`src/rtl/calc_pkg.sv`:
```
// rtl/calc_pkg.sv - shared calculator constants and sequencer state encoding
//   CALC_WIDTH : operand width of the calculator registers
//   CALC_CNT_W : iteration counter width able to hold CALC_WIDTH
//   state_e    : multiply/divide sequencer states
package calc_pkg;

  localparam int CALC_WIDTH = 16;
  localparam int CALC_CNT_W = $clog2(CALC_WIDTH) + 1;

  typedef enum logic [2:0] {
    IDLE  = 3'd0,
    LOAD  = 3'd1,
    TEST  = 3'd2,
    SHIFT = 3'd3,
    DONE  = 3'd4
  } state_e;

endpackage

```
`src/rtl/iter_cnt.sv`:
```
// rtl/iter_cnt.sv - loadable iteration down-counter with zero flag
//   clk_i      : system clock, rising edge
//   rst_ni     : asynchronous active-low reset, clears the count
//   load_i     : load load_val_i (has priority over dec_i)
//   load_val_i : value to load
//   dec_i      : decrement by one, saturating at zero
//   cnt_o      : current count
//   zero_o     : count is zero
module iter_cnt #(
  parameter int W = 5
) (
  input  logic         clk_i,
  input  logic         rst_ni,
  input  logic         load_i,
  input  logic [W-1:0] load_val_i,
  input  logic         dec_i,
  output logic [W-1:0] cnt_o,
  output logic         zero_o
);

  logic [W-1:0] cnt_q;
  logic [W-1:0] cnt_d;

  always_comb begin
    cnt_d = cnt_q;
    if (load_i) begin
      cnt_d = load_val_i;
    end else if (dec_i && (cnt_q != '0)) begin
      cnt_d = cnt_q - W'(1);
    end
  end

  always_ff @(posedge clk_i or negedge rst_ni) begin
    if (!rst_ni) begin
      cnt_q <= '0;
    end else begin
      cnt_q <= cnt_d;
    end
  end

  assign cnt_o  = cnt_q;
  assign zero_o = (cnt_q == '0);

endmodule

```
`src/rtl/mul_seq_ctrl.sv`:
```
// rtl/mul_seq_ctrl.sv - radix-2 shift-add multiply sequencer (Booth recoding with MUL_SEQ_BOOTH_EN)
//   clk      : system clock, rising edge
//   rst      : asynchronous active-low reset
//   start    : request a multiply, honoured only in IDLE
//   abort    : synchronous cancel of a running operation
//   q0       : LSB of the Q register
//   q_m1     : Booth history bit (used only with MUL_SEQ_BOOTH_EN)
//   ld_m     : load M from operand bus
//   ld_q     : load Q from operand bus
//   clr_a    : clear A
//   add_en   : A <= A + M this cycle
//   sub_en   : A <= A - M this cycle (Booth build only, else 0)
//   shift_en : shift {A,Q} right one bit
//   busy     : operation in progress
//   done     : one-cycle completion pulse
//   cnt      : remaining iterations
module mul_seq_ctrl
  import calc_pkg::*;
#(
  parameter int WIDTH = CALC_WIDTH,
  parameter int CNT_W = $clog2(WIDTH) + 1
) (
  input  logic             clk,
  input  logic             rst,
  input  logic             start,
  input  logic             abort,
  input  logic             q0,
  input  logic             q_m1,
  output logic             ld_m,
  output logic             ld_q,
  output logic             clr_a,
  output logic             add_en,
  output logic             sub_en,
  output logic             shift_en,
  output logic             busy,
  output logic             done,
  output logic [CNT_W-1:0] cnt
);

  state_e state_q;
  logic   load_str_q;
  logic   shift_str_q;
  logic   busy_q;
  logic   done_q;

  logic             active;
  logic             cnt_load;
  logic [CNT_W-1:0] cnt_load_val;
  logic             cnt_dec;
  logic             cnt_zero;
  logic             in_test;

  assign active = (state_q != IDLE);

  // An abort reloads the counter with zero so the block returns to IDLE
  // with the same cnt value it has after reset.
  assign cnt_load     = (active && abort) || (state_q == LOAD);
  assign cnt_load_val = abort ? '0 : CNT_W'(WIDTH);
  assign cnt_dec      = (state_q == SHIFT) && !abort;

  iter_cnt #(
    .W(CNT_W)
  ) u_iter_cnt (
    .clk_i     (clk),
    .rst_ni    (rst),
    .load_i    (cnt_load),
    .load_val_i(cnt_load_val),
    .dec_i     (cnt_dec),
    .cnt_o     (cnt),
    .zero_o    (cnt_zero)
  );

  // Moore strobes are registered from the state being entered.
  always_ff @(posedge clk or negedge rst) begin
    if (!rst) begin
      state_q     <= IDLE;
      load_str_q  <= 1'b0;
      shift_str_q <= 1'b0;
      busy_q      <= 1'b0;
      done_q      <= 1'b0;
    end else begin
      load_str_q  <= 1'b0;
      shift_str_q <= 1'b0;
      done_q      <= 1'b0;
      busy_q      <= 1'b1;
      if (active && abort) begin
        state_q <= IDLE;
        busy_q  <= 1'b0;
      end else begin
        case (state_q)
          IDLE: begin
            if (start) begin
              state_q    <= LOAD;
              load_str_q <= 1'b1;
            end else begin
              busy_q <= 1'b0;
            end
          end
          LOAD: state_q <= TEST;
          TEST: begin
            state_q     <= SHIFT;
            shift_str_q <= 1'b1;
          end
          SHIFT: begin
            // cnt_zero guards against ever wrapping below the last iteration.
            if ((cnt == CNT_W'(1)) || cnt_zero) begin
              state_q <= DONE;
              done_q  <= 1'b1;
            end else begin
              state_q <= TEST;
            end
          end
          DONE: begin
            state_q <= IDLE;
            busy_q  <= 1'b0;
          end
          default: begin
            state_q <= IDLE;
            busy_q  <= 1'b0;
          end
        endcase
      end
    end
  end

  // Datapath strobes are masked while abort is high; done and busy are not.
  assign ld_m     = load_str_q & ~abort;
  assign ld_q     = load_str_q & ~abort;
  assign clr_a    = load_str_q & ~abort;
  assign shift_en = shift_str_q & ~abort;
  assign busy     = busy_q;
  assign done     = done_q;
  assign in_test  = (state_q == TEST) & ~abort;

`ifdef MUL_SEQ_BOOTH_EN
  assign add_en = in_test & ~q0 & q_m1;
  assign sub_en = in_test & q0 & ~q_m1;
`else
  logic q_m1_unused;
  assign q_m1_unused = q_m1;
  assign add_en      = in_test & q0;
  assign sub_en      = 1'b0;
`endif

endmodule

```
`config.mk`:
```
export PLATFORM = sky130hd
export DESIGN_NAME = mul_seq_ctrl
export DESIGN_NICKNAME = d
export VERILOG_FILES = /design/src/rtl/calc_pkg.sv /design/src/rtl/iter_cnt.sv /design/src/rtl/mul_seq_ctrl.sv
export SDC_FILE = /design/constraint.sdc
export NUM_CORES = 1
export LEC_CHECK = 0
export ABC_AREA = 1
export CAP_MARGIN = 20
export CORE_ASPECT_RATIO = 0.9
export CORE_MARGIN = 5
export CORE_UTILIZATION = 46
export DETAILED_ROUTE_END_ITERATION = 10
export PLACE_DENSITY = 0.77
export SLEW_MARGIN = 20
export SYNTH_ARGS = -nofsm -noshare
export SYNTH_HDL_FRONTEND = slang
export SYNTH_HIERARCHICAL = 1
export SYNTH_SLANG_ARGS = --single-unit
```
`constraint.sdc`:
```
create_clock -name clk -period 1.58 [get_ports clk]
set_input_delay 0.316 -clock clk [delete_from_list [all_inputs] [get_ports clk]]
set_output_delay 0.316 -clock clk [all_outputs]
set_load 0.005 [all_outputs]
```
==> impl_metrics.sql <==
INSERT INTO impl_metrics (metric_group, metric, value, unit) VALUES
('placement', 'gp_congestion', '0.8098', ''),
('sta', 'timing.fmax', '0.6620', 'GHz'),
('cts', 'clock_tree_from_tritoncts', 'done', ''),
('sta', 'timing.final.crit_period', '1511', 'ps'),
('cts', 'cts-root-to-sink-buffers', '2', ''),
('cts', 'clk_pin_slew_worst_paths', '80', 'ps'),
('global_routing', 'grt_max_degree', '13', ''),
('synthesis', 'synth_seq_cells', '12', ''),
('cells_and_area', 'final.fill_count', '126', ''),
('sta', 'slew-limit-headroom', '0.6455', ''),
('sta', 'rsz0062_at_grt', 'false', ''),
('worst_setup_path', 'timing.critical_path.fanout_max', '6', ''),
('worst_setup_path', 'r2r_worst_path_depth', '8', ''),
('sta', 'report.final.slew_viol_count', '0', ''),
('synthesis', 'synth_common_cells', 'nand2_1, inv_1, dfrtp_1, nor2_1, nand3_1', ''),
('drt', 'drt-total-wl', '1517', 'um'),
('drt', 'drt_pass1_iterations', '2', ''),
('die', 'fp.dieW', '50.96', 'um'),
('drt', 'avgRoutedWirePerCell', '11.07', 'um'),
('worst_setup_path', 'criticalPathCategory', 'reg2out', ''),
('synthesis', 'avgSynthCellArea', '7.467', 'sq um'),
('cells_and_area', 'drive_above_1_share', '0.2049', ''),
('power_and_ir_drop', 'max-vdd-ir-drop', '1.122', 'mV'),
('drt', 'ant_nets', '0', ''),
('drt', 'drt_iter0_markers', '7', ''),
('cells_and_area', 'count_of_inserted_antenna_diode_cells', '0', ''),
('synthesis', 'synth_largest_area_cell', 'dfrtp_1', ''),
('cts', 'cts-hold-fix-buffers', '0', ''),
('worst_setup_path', 'ff2ff_setup_slack', '160', 'ps'),
('worst_hold_path', 'tightest_hold_check_type', 'in2async', ''),
('worst_setup_path', 'data_required_critical_path', '1260', 'ps'),
('cells_and_area', 'footprint_of_the_multi_input_gates', '337.8', 'sq um'),
('drt', 'drc_errors', '0', ''),
('synthesis', 'syn-cell-area', '694.4', 'sq um'),
('cts', 'h_tree_level_count', '1', ''),
('synthesis', 'asyncSetResetFlopFracSynth', '1.000', ''),
('worst_setup_path', 'worst_r2r_startpoint', 'state_q[2]', ''),
('sta', 'holdWs', '392.0', 'ps'),
('sta', 'worst_pin_slew', '530.0', 'ps'),
('synthesis', 'syn_inst', '93', ''),
('cts', 'cts-root-buf', 'clkbuf_4', ''),
('worst_setup_path', 'cpPeakStageDelay', '510', 'ps'),
('die', 'starting_density_of_the_core', '0.4851', ''),
('synthesis', 'synthFlopType', 'dfrtp_1', ''),
('synthesis', 'seq_area_frac_synth', '0.4324', ''),
('drt', 'num_vias', '628', ''),
('cells_and_area', 'register_area', '301.5', 'sq um'),
('cts', 'insertion_delay_of_the_later_clocked_pin_in_the_worst_skew_pair', '270', 'ps'),
('synthesis', 'synth.top_cell.area_share', '0.4324', ''),
('cts', 'postCtsSetupBuffers', '0', ''),
('synthesis', 'synth_cell_type_count', '17', ''),
('worst_setup_path', 'worst_path_dominant_cell_family', 'buffers and inverters', ''),
('power_and_ir_drop', 'finalPower', '1.803', 'mW'),
('flow_run', 'drv_cap', '0', ''),
('cells_and_area', 'nets', '131', ''),
('die', 'floorplan.io_pins', '19', ''),
('global_routing', 'grt_pass1_vias', '594', ''),
('power_and_ir_drop', 'power_per_cell_area', '1865', 'mW/mm^2'),
('synthesis', 'synth_enable_flop_cells', '0', ''),
('worst_setup_path', 'regToRegEndpoint', 'u_iter_cnt/cnt_o[0]', ''),
('worst_setup_path', 'crit_path_start_kind', 'register', ''),
('cts', 'numCtsBuffers', '3', ''),
('die', 'std_cell_rows', '13', ''),
('worst_setup_path', 'cell_chain_critical_path', 'clkdlybuf4s50_1', ''),
('die', 'die_outline_area', '0.002388', 'sq mm'),
('cts', 'numClockSinks', '12', ''),
('placement', 'detailed_place.area', '933.4', 'sq um'),
('sta', 'final_min_period_over_clock_period', '0.9560', ''),
('synthesis', 'synthTopCellsByArea', 'dfrtp_1, nand2_1, inv_1', ''),
('worst_setup_path', 'endpoint_kind', 'output port', ''),
('status', 'run_status', 'completed', '');
==> how the worst max path moves through the flow <==
| stage | depth (start not counted) | to | from |
|---|---|---|---|
| 2_1_floorplan | 7 | u_iter_cnt/cnt_o[2] | state_q[1] |
| 3_3_place_gp | 3 | add_en | abort |
| 3_5_place_dp | 3 | add_en | abort |
| 4_1_cts | 1 | cnt[3] | u_iter_cnt/cnt_o[3] |
| 5_1_grt | 4 | add_en | state_q[2] |
| 6_report | 1 | cnt[3] | u_iter_cnt/cnt_o[3] |
==> per-layer routing <==
metal  GRT usage  wire [um]
met1      0.1765        669
met2      0.2550        828
met3     0.02857         19
met4     0.04592          0
met5           0          0
==> layout make-up <==
| class | count | area share |
|---|---|---|
| timing repair buffer | 25 | 0.2238 |
| tap | 15 | 0.01940 |
| multi-input combinational | 64 | 0.3493 |
| sequential | 12 | 0.3118 |
| clock buffer | 3 | 0.02329 |
| inverter | 18 | 0.07244 |
==> timing repair <==
item,CTS,global route
endpoints found under the setup margin,5,6
gates resized for setup,12,3
pin swaps,3,2
==> kinds of logic (layout without fill, tap and decap cells) <==
logic type	after synthesis	after routing	synth area share
simple gates	45	45	0.3099
compound gates	13	13	0.1045
buf+inv	21	46	0.1297
other cells	1	5	0.005400
flops	12	12	0.4324
fa+ha+maj	1	1	0.01802
==> power breakdown <==
part           internal [mW]  switching (mW)  total (mW)
combinational          0.517           0.580        1.10
clock                 0.0880          0.0984       0.186
sequential             0.433          0.0874       0.520
total                   1.04           0.766        1.80
==> flip-flops by register name, indices dropped and copies added, names as in the netlist <==
signal and count:
load_str_q 1, done 1, busy 1, shift_str_q 1, u_iter_cnt/cnt_o 5, state_q 3
==> cells in the final DEF, fill, tap and decap left out <==
cell type / Yosys / routed
a21oi_1: 5 / 5
buf_2: 0 / 1
buf_4: 3 / 9
clkbuf_4: 0 / 3
clkdlybuf4s50_1: 0 / 10
conb_1: 1 / 5
dfrtp_1: 12 / 11
dfrtp_2: 0 / 1
dlygate4sd2_1: 0 / 5
ha_1: 1 / 1
inv_1: 17 / 17
inv_4: 0 / 1
nand2_1: 18 / 18
nand2_4: 2 / 2
nand3_1: 9 / 8
nand3_2: 0 / 1
nand3b_2: 1 / 1
nor2_1: 12 / 11
nor2_2: 1 / 2
nor3_4: 0 / 1
nor3b_2: 0 / 1
o21ai_0: 6 / 6
o21ai_2: 2 / 2
==> per-stage QoR <==
stage	instances	util	setup TNS [ps]	setup slack [ps]
3_3_place_gp	134	0.6521	-1555	-286.8
4_1_cts	137	0.6687	0	16.12
5_1_grt	137	0.6757	0	5.272
3_5_place_dp	134	0.6521	-1980	-389.4
6_report	137	0.6757	0	69.50
2_1_floorplan	97	-	0	122.7
Power figures use the tool's default switching activity.
